<file path="src/rtl/sync_event_arbiter_if.sv">
// Event grant channel between sync_event_arbiter and its single downstream consumer.
// Valid/ready: the master raises evt_valid_o and holds evt_valid_o/evt_idx_o stable until a
// clock edge where evt_ready_i is also high; that edge is the transfer. Ready is ignored while valid is low.
interface sync_event_arbiter_if #(
    parameter int IDX_WIDTH = 2
) ();
    logic                 evt_valid_o;
    logic [IDX_WIDTH-1:0] evt_idx_o;
    logic                 evt_ready_i;

    modport master (output evt_valid_o, output evt_idx_o, input evt_ready_i);
    modport slave  (input evt_valid_o, input evt_idx_o, output evt_ready_i);
endinterface

</file>
<file path="src/rtl/sync_event_arbiter.sv">
// Turns synchronized source levels into pending events and grants them one at a time,
// round-robin, over a valid/ready channel; repeated events on a still-pending source flag overflow.
module sync_event_arbiter #(
    parameter int DLY       = 1,
    parameter int REQ_NUM   = 4,
    parameter int IDX_WIDTH = 2,
    parameter int EDGE_MODE = 0
) (
    input  logic                 clk_i,
    input  logic                 rst_n_i,
    input  logic [REQ_NUM-1:0]   sync_lvl_i,
    sync_event_arbiter_if.master evt_if,
    output logic [REQ_NUM-1:0]   ovf_o,
    input  logic [REQ_NUM-1:0]   ovf_clr_i,
    output logic                 busy_o,
    output logic                 dbg_state_o
);

    if (REQ_NUM < 2) begin : g_bad_req_num
        $error("REQ_NUM must be at least 2");
    end
    if ((2 ** IDX_WIDTH) < REQ_NUM) begin : g_bad_idx_width
        $error("IDX_WIDTH too narrow for REQ_NUM");
    end
    // DLY is accepted for compatibility with the synchronizer bank; flops are modeled without delay.
    if (DLY < 0) begin : g_bad_dly
        $error("DLY must be non-negative");
    end

    typedef enum logic [0:0] {S_IDLE = 1'b0, S_GRANT = 1'b1} state_t;

    state_t               state_q;
    logic [REQ_NUM-1:0]   prev_q;
    logic [REQ_NUM-1:0]   pend_q;
    logic [REQ_NUM-1:0]   ovf_q;
    logic [IDX_WIDTH-1:0] ptr_q;
    logic                 evt_valid_q;
    logic [IDX_WIDTH-1:0] evt_idx_q;

    logic [REQ_NUM-1:0]   evt;
    logic [REQ_NUM-1:0]   clr_vec;
    logic [REQ_NUM-1:0]   pend_d;
    logic [REQ_NUM-1:0]   ovf_d;
    logic                 accept;
    logic                 pick_found;
    logic [IDX_WIDTH-1:0] pick_idx;

    always_comb begin
        case (EDGE_MODE)
            1:       evt = ~sync_lvl_i & prev_q;
            2:       evt = sync_lvl_i ^ prev_q;
            default: evt = sync_lvl_i & ~prev_q;
        endcase
    end

    assign accept = evt_valid_q & evt_if.evt_ready_i;

    // A new event in the same cycle as the accept is kept, so set dominates clear on pend.
    always_comb begin
        clr_vec = '0;
        for (int k = 0; k < REQ_NUM; k++) begin
            clr_vec[k] = accept && (evt_idx_q == IDX_WIDTH'(k));
        end
        pend_d = (pend_q & ~clr_vec) | evt;
        ovf_d  = (ovf_q & ~ovf_clr_i) | (evt & pend_q & ~clr_vec);
    end

    // First pending source at or above ptr, wrapping past REQ_NUM-1 back to 0.
    always_comb begin
        int j;
        pick_found = 1'b0;
        pick_idx   = '0;
        j          = 0;
        for (int i = 0; i < REQ_NUM; i++) begin
            j = int'(ptr_q) + i;
            if (j >= REQ_NUM) j = j - REQ_NUM;
            if (!pick_found && pend_q[j]) begin
                pick_found = 1'b1;
                pick_idx   = IDX_WIDTH'(j);
            end
        end
    end

    always_ff @(posedge clk_i or negedge rst_n_i) begin
        if (!rst_n_i) begin
            state_q     <= S_IDLE;
            prev_q      <= '0;
            pend_q      <= '0;
            ovf_q       <= '0;
            ptr_q       <= '0;
            evt_valid_q <= 1'b0;
            evt_idx_q   <= '0;
        end else begin
            prev_q <= sync_lvl_i;
            pend_q <= pend_d;
            ovf_q  <= ovf_d;
            case (state_q)
                S_IDLE: begin
                    if (pick_found) begin
                        evt_idx_q   <= pick_idx;
                        evt_valid_q <= 1'b1;
                        state_q     <= S_GRANT;
                    end
                end
                S_GRANT: begin
                    if (evt_if.evt_ready_i) begin
                        evt_valid_q <= 1'b0;
                        state_q     <= S_IDLE;
                        if (evt_idx_q == IDX_WIDTH'(REQ_NUM - 1)) ptr_q <= '0;
                        else ptr_q <= evt_idx_q + IDX_WIDTH'(1);
                    end
                end
                default: state_q <= S_IDLE;
            endcase
        end
    end

    assign evt_if.evt_valid_o = evt_valid_q;
    assign evt_if.evt_idx_o   = evt_idx_q;
    assign ovf_o              = ovf_q;
    assign busy_o             = (|pend_q) | evt_valid_q;
    assign dbg_state_o        = state_q;

endmodule

</file>
<file path="src/flat_wrapper.sv">
// flat-port wrapper written by rule: the top's interface ports become plain ports
module sync_event_arbiter_flat 
#(
    parameter int DLY       = 1,
    parameter int REQ_NUM   = 4,
    parameter int IDX_WIDTH = 2,
    parameter int EDGE_MODE = 0
)
  (clk_i, rst_n_i, sync_lvl_i, ovf_o, ovf_clr_i, busy_o, dbg_state_o, evt_if_evt_valid_o, evt_if_evt_idx_o, evt_if_evt_ready_i);
  sync_event_arbiter_if #(.IDX_WIDTH(IDX_WIDTH)) evt_if_i ();
  input  logic clk_i;
  input  logic rst_n_i;
  input  logic [REQ_NUM-1:0] sync_lvl_i;
  output logic [REQ_NUM-1:0] ovf_o;
  input  logic [REQ_NUM-1:0] ovf_clr_i;
  output logic busy_o;
  output logic dbg_state_o;
  output wire logic [$bits(evt_if_i.evt_valid_o)-1:0] evt_if_evt_valid_o;
  output wire logic [$bits(evt_if_i.evt_idx_o)-1:0] evt_if_evt_idx_o;
  input wire logic [$bits(evt_if_i.evt_ready_i)-1:0] evt_if_evt_ready_i;
  assign evt_if_evt_valid_o = evt_if_i.evt_valid_o;
  assign evt_if_evt_idx_o = evt_if_i.evt_idx_o;
  assign evt_if_i.evt_ready_i = evt_if_evt_ready_i;
  sync_event_arbiter #(.DLY(DLY), .REQ_NUM(REQ_NUM), .IDX_WIDTH(IDX_WIDTH), .EDGE_MODE(EDGE_MODE)) u_core (.clk_i(clk_i), .rst_n_i(rst_n_i), .sync_lvl_i(sync_lvl_i), .evt_if(evt_if_i), .ovf_o(ovf_o), .ovf_clr_i(ovf_clr_i), .busy_o(busy_o), .dbg_state_o(dbg_state_o));
endmodule
</file>
<file path="config.mk">
export PLATFORM = sky130hd
export DESIGN_NAME = sync_event_arbiter_flat
export DESIGN_NICKNAME = d
export VERILOG_FILES = /design/src/rtl/sync_event_arbiter_if.sv /design/src/rtl/sync_event_arbiter.sv /design/src/flat_wrapper.sv
export SDC_FILE = /design/constraint.sdc
export NUM_CORES = 1
export LEC_CHECK = 0
export ABC_AREA = 1
export CAP_MARGIN = 20
export CORE_MARGIN = 3
export CORE_UTILIZATION = 45
export DETAILED_ROUTE_END_ITERATION = 6
export GPL_ROUTABILITY_DRIVEN = 0
export GPL_TIMING_DRIVEN = 0
export PLACE_DENSITY = 0.72
export SYNTH_ARGS = -nofsm -noshare
export SYNTH_HDL_FRONTEND = slang
export SYNTH_SLANG_ARGS = --single-unit
</file>
<file path="constraint.sdc">
create_clock -name clk_i -period 1.85 [get_ports clk_i]
set_clock_uncertainty 0.1 [all_clocks]
set_input_delay 0.185 -clock clk_i [delete_from_list [all_inputs] [get_ports clk_i]]
set_output_delay 0.185 -clock clk_i [all_outputs]
set_load 0.1 [all_outputs]
</file>
==> results of run 1 <==
## cell families (layout without fill, tap and decap cells)
family	Yosys count	after routing	share of synthesized area [%]
flops	18	18	46.81
fa+ha+maj	4	4	5.202
buf+inv	23	46	9.753
compound gates	7	7	4.420
simple gates	78	78	33.81
## cells in the final DEF, fill, tap and decap left out, drive strengths merged
master         count
a21oi              1
buf                2
clkbuf             6
clkdlybuf4s15      2
clkdlybuf4s50     10
dfrtp             18
dlygate4sd2        4
ha                 4
inv               22
nand2             58
nand3             10
nand4              2
nor2               8
o21ai              1
o22ai              4
o31ai              1
## flip-flops by register name, indices dropped and copies added, names as in the netlist
register,count
u_core.evt_if.evt_valid_o,1
u_core.prev_q,4
u_core.dbg_state_o,1
u_core.evt_if.evt_idx_o,2
u_core.ovf_o,4
u_core.ptr_q,2
u_core.pend_q,4
## layer usage
metal | wire [microns] | vias up | GRT usage [%] | share of wire, %
li1 | - | 443 | - | -
met1 | 885 | 390 | 21.36 | 46
met5 | 0 | - | 0 | 0
met2 | 999 | 15 | 29.50 | 51
met4 | 11 | 0 | 3.830 | 0.57
met3 | 43 | 2 | 1.709 | 2.2
## power by group through the flow
stage | clock network [uW] | registers, uW | logic [uW]
5_1_grt | 252 | 601 | 1150
3_3_place_gp | 0 | 588 | 1040
4_1_cts | 242 | 585 | 1050
2_1_floorplan | 0 | 898 | 511
3_5_place_dp | 0 | 594 | 1070
6_report | 234 | 585 | 1050
## per-stage QoR
stage | power, uW | util (%) | hold WS [ns]
after floorplan | 1409 | - | -0.2106
after global placement | 1623 | 59.31 | 0.3919
after detailed placement | 1663 | 59.31 | 0.3982
after CTS | 1880 | 61.00 | 0.2532
after global routing | 2005 | 60.25 | 0.2647
final | 1865 | 60.25 | 0.2390
## worst paths after layout
check,endpoint,slack (ns),cells past startpoint
setup / recovery,ovf_o[3],0.06,1
hold / removal,u_core.ptr_q[0],0.24,1
setup reg to reg,u_core.evt_if.evt_idx_o[0],0.48,10
hold reg to reg,u_core.pend_q[3],0.41,3
max in group asynchronous,u_core.evt_if.evt_valid_o,0.89,1
min in group clk_i,u_core.prev_q[3],0.26,1
## what timing repair did
item | in CTS | in global routing
endpoints found under the setup margin | 9 | 3
gates cloned | 0 | 0
gates resized for setup | 16 | 5
hold endpoints to repair | 0 | 0
## final cells by class
cell class	count	area [sq um]
inverter	22	82.58
clock buffer	4	36.28
multi-input combinational	89	417.9
sequential	18	451.7
buffer	1	11.26
fill	195	795.8
tap	27	33.78
timing repair buffer	19	172.7
==> flow_summary.toml, run 1 <==
[outcome]
outcome = "complete, no violations"

[worst_setup_path]
end_kind = "output pin"
startpoint = "u_core.ovf_o[3]"
crit_path_cell_trace = "dlygate4sd2_1"
start_kind = "flop"
worstPathRequired_ns = 1.56
r2r-start = "u_core.ptr_q[1]"
crit_arrival_ns = 1.50
critPathTopFamily = "buffers and inverters"
cp_max_fo = 2
worst-setup-path-type = "flop to output pin"
max_stage_delay_ns = 0.86
cp_slowest_cell = "dlygate4sd2_1"
crit_buf_inv = 1

[synth]
ys_top_cells_by_count = "nand2_1 (54), inv_1 (20), dfrtp_1 (18), nand3_1 (9), nor2_1 (8)"
yosysTopAreaCell = "dfrtp_1"
synth-edff-count = 0
synth_top_cell_area_share_pct = 46.81
post-synth-top-count-cell = "nand2_1"
ys_seq_area_share_pct = 46.81
syn-cell-area_sq_um = 962.2
syn_nets = 145
synth_cells = 130
synth.distinct_cells = 15
synthTopCellsByArea = "dfrtp_1 (47%), nand2_1 (21%), inv_1 (7.8%)"
async_flop_share_pct = 100.0
postSynthAreaPerCell_sq_um = 7.401
ys.flop_type = "dfrtp_1"
ys.warnings.count = 0
synth_seq_cells = 18

[sta]
fin_setup_tns_ns = 0
period_minus_slack_ns = 1.787
hold_viol_final = 0
fmax_mhz = 559.7
period_share_pct = 96.58
tightest_slew_ns = 0.9547
setup_viol = 0
max-slew-margin-rel_pct = 36.60
worst_slack_ns = 0.06331
rsz0062_at_grt = "false"
finalMaxSlewViolations = 0

[route]
drcViolationCount = 0
drtPass1Iterations = 4
routedWlPerCell_microns = 10.78
wl_mm = 1.940
via_per_inst = 4.722
drt_iter0_drc = 12
drtAntennaViolNets = 0
vias = 850

[grt]
grt_overflow = 0
antenna_found_initial = 0
grt_max_degree = 19
grt_pass1_wl_mm = 3.394
grt_pass1_vias = 822
gr-usage-all-layers_pct = 16.49

[floorplan]
core_area_sq_mm = 0.002002
die_y_microns = 52.24
start_util_pct = 48.06
dieArea_sq_mm = 0.002729
pin_count = 20
rows = 16
die_w_microns = 52.24

[place]
dp_hpwl_mm = 1.600
dp_slack_ns = -0.2526
placedCellCount = 176
placed_area_sq_mm = 0.001187
numPortBuffers = 19

[cts]
clock_sinks = 18
cts.path.max_buffers = 2
path_clk_slew_ns = 0.10
cts_buffers = 3
cts_max_level = 1
postCtsSetupBuffers = 0
cts_tree = "built"
ctsHoldBuffers = 0
insertion_delay_ns = 0.28
clockRootBuffer = "clkbuf_4"

[pwr]
pwr_density_cell_mw_per_mm2 = 1546
ir_drop_mv = 0.7674
internal_power_uw = 899.9
power.switching_uw = 964.8
swShare_pct = 51.74
pwr-share-seq_pct = 31.4
p_leak_uw = 0.0006850
pwr-share-clk_pct = 12.5
pwr-share-comb_pct = 56.1

[final_layout]
diodes = 0
area_growth_pct = 25.36
fin_area_sq_mm = 0.001206
finalNonFillerCells = 180
drive_gt1_share_pct = 11.76
nNetsFinal = 169

[job]
timing.max_cap.violations = 0

[worst_hold_path]
hp-class = "input port to asynchronous set/reset pin"
Power figures use the tool's default switching activity.
==> run 2: changes to the inputs <==
--- a/config.mk
+++ b/config.mk
@@ -7,8 +7,9 @@
 export LEC_CHECK = 0
 export ABC_AREA = 1
 export CAP_MARGIN = 20
-export CORE_MARGIN = 3
+export CORE_MARGIN = 2
 export CORE_UTILIZATION = 45
+export CTS_CLUSTER_DIAMETER = 150
 export DETAILED_ROUTE_END_ITERATION = 6
 export GPL_ROUTABILITY_DRIVEN = 0
 export GPL_TIMING_DRIVEN = 0
==> run 2 against run 1 <==
Via count shrank 1.3%. Wire length fell by 2.1%. Final cell count unchanged. Final area unchanged. Global-route usage increased by 1.1 points. Clock power barely moved. Clock-buffer cell count is the same. Register-to-register slack is essentially flat. Flip-flop and latch count unchanged. Worst setup slack got worse by 0.0095 ns. First-iteration DRC count shrank 33%. Critical path type unchanged.
==> flow_summary.toml, run 2 (synthesized netlist as in run 1, its figures left out) <==
[grt]
grt_pass1_wl_mm = 3.394
grt_pass1_vias = 819
antenna_found_initial = 0
grt_max_degree = 19
gr-usage-all-layers_pct = 17.58
grt_overflow = 0

[sta]
hold_viol_final = 0
period_minus_slack_ns = 1.796
timing.hold.ws_ns = 0.2488
tightest_slew_ns = 0.9613
period_share_pct = 97.09
finalMaxSlewViolations = 0
max-slew-margin-rel_pct = 36.17
rsz0062_at_grt = "false"
fmax_mhz = 556.7
setup_viol = 0

[cts]
insertion_delay_ns = 0.29
cts_tree = "built"
postCtsSetupBuffers = 0
cts.path.max_buffers = 2
clock_sinks = 18
ctsHoldBuffers = 0
path_clk_slew_ns = 0.10
cts_max_level = 1
clockRootBuffer = "clkbuf_4"
cts_buffers = 3

[route]
top_layer_used = "met4"
dr_wl_met3_microns = 39
routedWlPerCell_microns = 10.56
wl_met2_microns = 930
wl_met1_microns = 914
drtPass1Iterations = 4
drtAntennaViolNets = 0
via_per_inst = 4.661
wl_mm = 1.900
drcViolationCount = 0
drt_iter0_drc = 8
vias = 839

[pwr]
swShare_pct = 51.82
p_leak_uw = 0.0006850
power.switching_uw = 966.7
pwr-share-seq_pct = 31.4
ir_drop_mv = 0.9186
pwr-share-clk_pct = 12.7
pwr_density_cell_mw_per_mm2 = 1547
pwr-share-comb_pct = 55.9
p_total_uw = 1866
internal_power_uw = 899.0

[final_layout]
final_cell_mix = "nand2_1 (54), inv_1 (20), dfrtp_1 (17)"
drive_gt1_share_pct = 11.76
nFillCells = 172
area_growth_pct = 25.36
nNetsFinal = 169
fin_area_sq_mm = 0.001206
mostFrequentLayoutCell = "nand2_1"
finalNonFillerCells = 180
final_util_pct = 60.86
diodes = 0

[worst_setup_path]
crit_buf_inv = 1
end_kind = "output pin"
worst-setup-path-type = "flop to output pin"
reg2regPathDepth = 10
reg2reg_setup_slack_ns = 0.48
max_stage_delay_ns = 0.86
crit_path_cell_trace = "dlygate4sd2_1"
r2r-end = "u_core.evt_if.evt_idx_o[0]"
crit_arrival_ns = 1.51
worstPathRequired_ns = 1.56
cp_slowest_cell = "dlygate4sd2_1"
start_kind = "flop"
cp_max_fo = 2
critPathTopFamily = "buffers and inverters"
r2r-start = "u_core.ptr_q[1]"

[job]
timing.max_cap.violations = 0

[place]
placedCellCount = 176
placed_area_sq_mm = 0.001187
dp_hpwl_mm = 1.529
numPortBuffers = 19

[floorplan]
start_util_pct = 48.55
die_w_microns = 50.24
pin_count = 20
die_y_microns = 50.24
dieArea_sq_mm = 0.002524
rows = 16
core_area_sq_mm = 0.001982

[worst_hold_path]
hp-class = "input port to asynchronous set/reset pin"

[outcome]
outcome = "complete, no violations"
[run 2: cell counts in the layout (fill, tap and decap cells not counted)]
Identical to the previous run, type by type.
[run 2: power by group through the flow]
stage	clock network [uW]	registers (uW)	logic [uW]
after global placement	0	586	1040
final	237	586	1040
after detailed placement	0	595	1070
after global routing	256	603	1170
after floorplan	0	898	511
after CTS	248	587	1050
[run 2: worst max path at each step]
stage,slack (ns),endpoint,depth (start not counted),startpoint
after global routing,0.005,ovf_o[3],1,u_core.ovf_o[3]
after CTS,-0.02,busy_o,5,u_core.pend_q[3]
final,0.05,ovf_o[3],1,u_core.ovf_o[3]
after floorplan,0.07,u_core.ptr_q[1],4,u_core.evt_if.evt_idx_o[0]
after global placement,-0.24,busy_o,5,u_core.pend_q[0]
after detailed placement,-0.26,busy_o,5,u_core.pend_q[1]
[run 2: final cells by class]
type / instances / area (sq um) / share of cell area (%)
plain buffers: 1 / 11.26 / 0.9336
clock buffers: 4 / 36.28 / 3.008
inverters: 22 / 82.58 / 6.846
multi-input cells: 89 / 417.9 / 34.65
flip-flops and latches: 18 / 451.7 / 37.45
well taps: 27 / 33.78 / 2.801
repair buffers: 19 / 172.7 / 14.32
[run 2: through the flow]
stage | setup TNS (ns) | setup slack [ns]
floorplan | 0 | 0.07418
global placement | -0.2433 | -0.2355
detailed placement | -0.3104 | -0.2570
CTS | -0.02314 | -0.02314
global route | 0 | 0.005073
finish | 0 | 0.05380
[run 2: layer usage]
layer | global-route usage [%] | up-vias
met4 | 6.944 | 0
met3 | 2.679 | 2
met2 | 29.82 | 11
met5 | 0 | -
li1 | - | 443
met1 | 22.37 | 383
[run 2: repair_timing]
item,CTS,global route
gates resized for setup,17,4
endpoints found under the setup margin,9,3
pin swaps,0,0
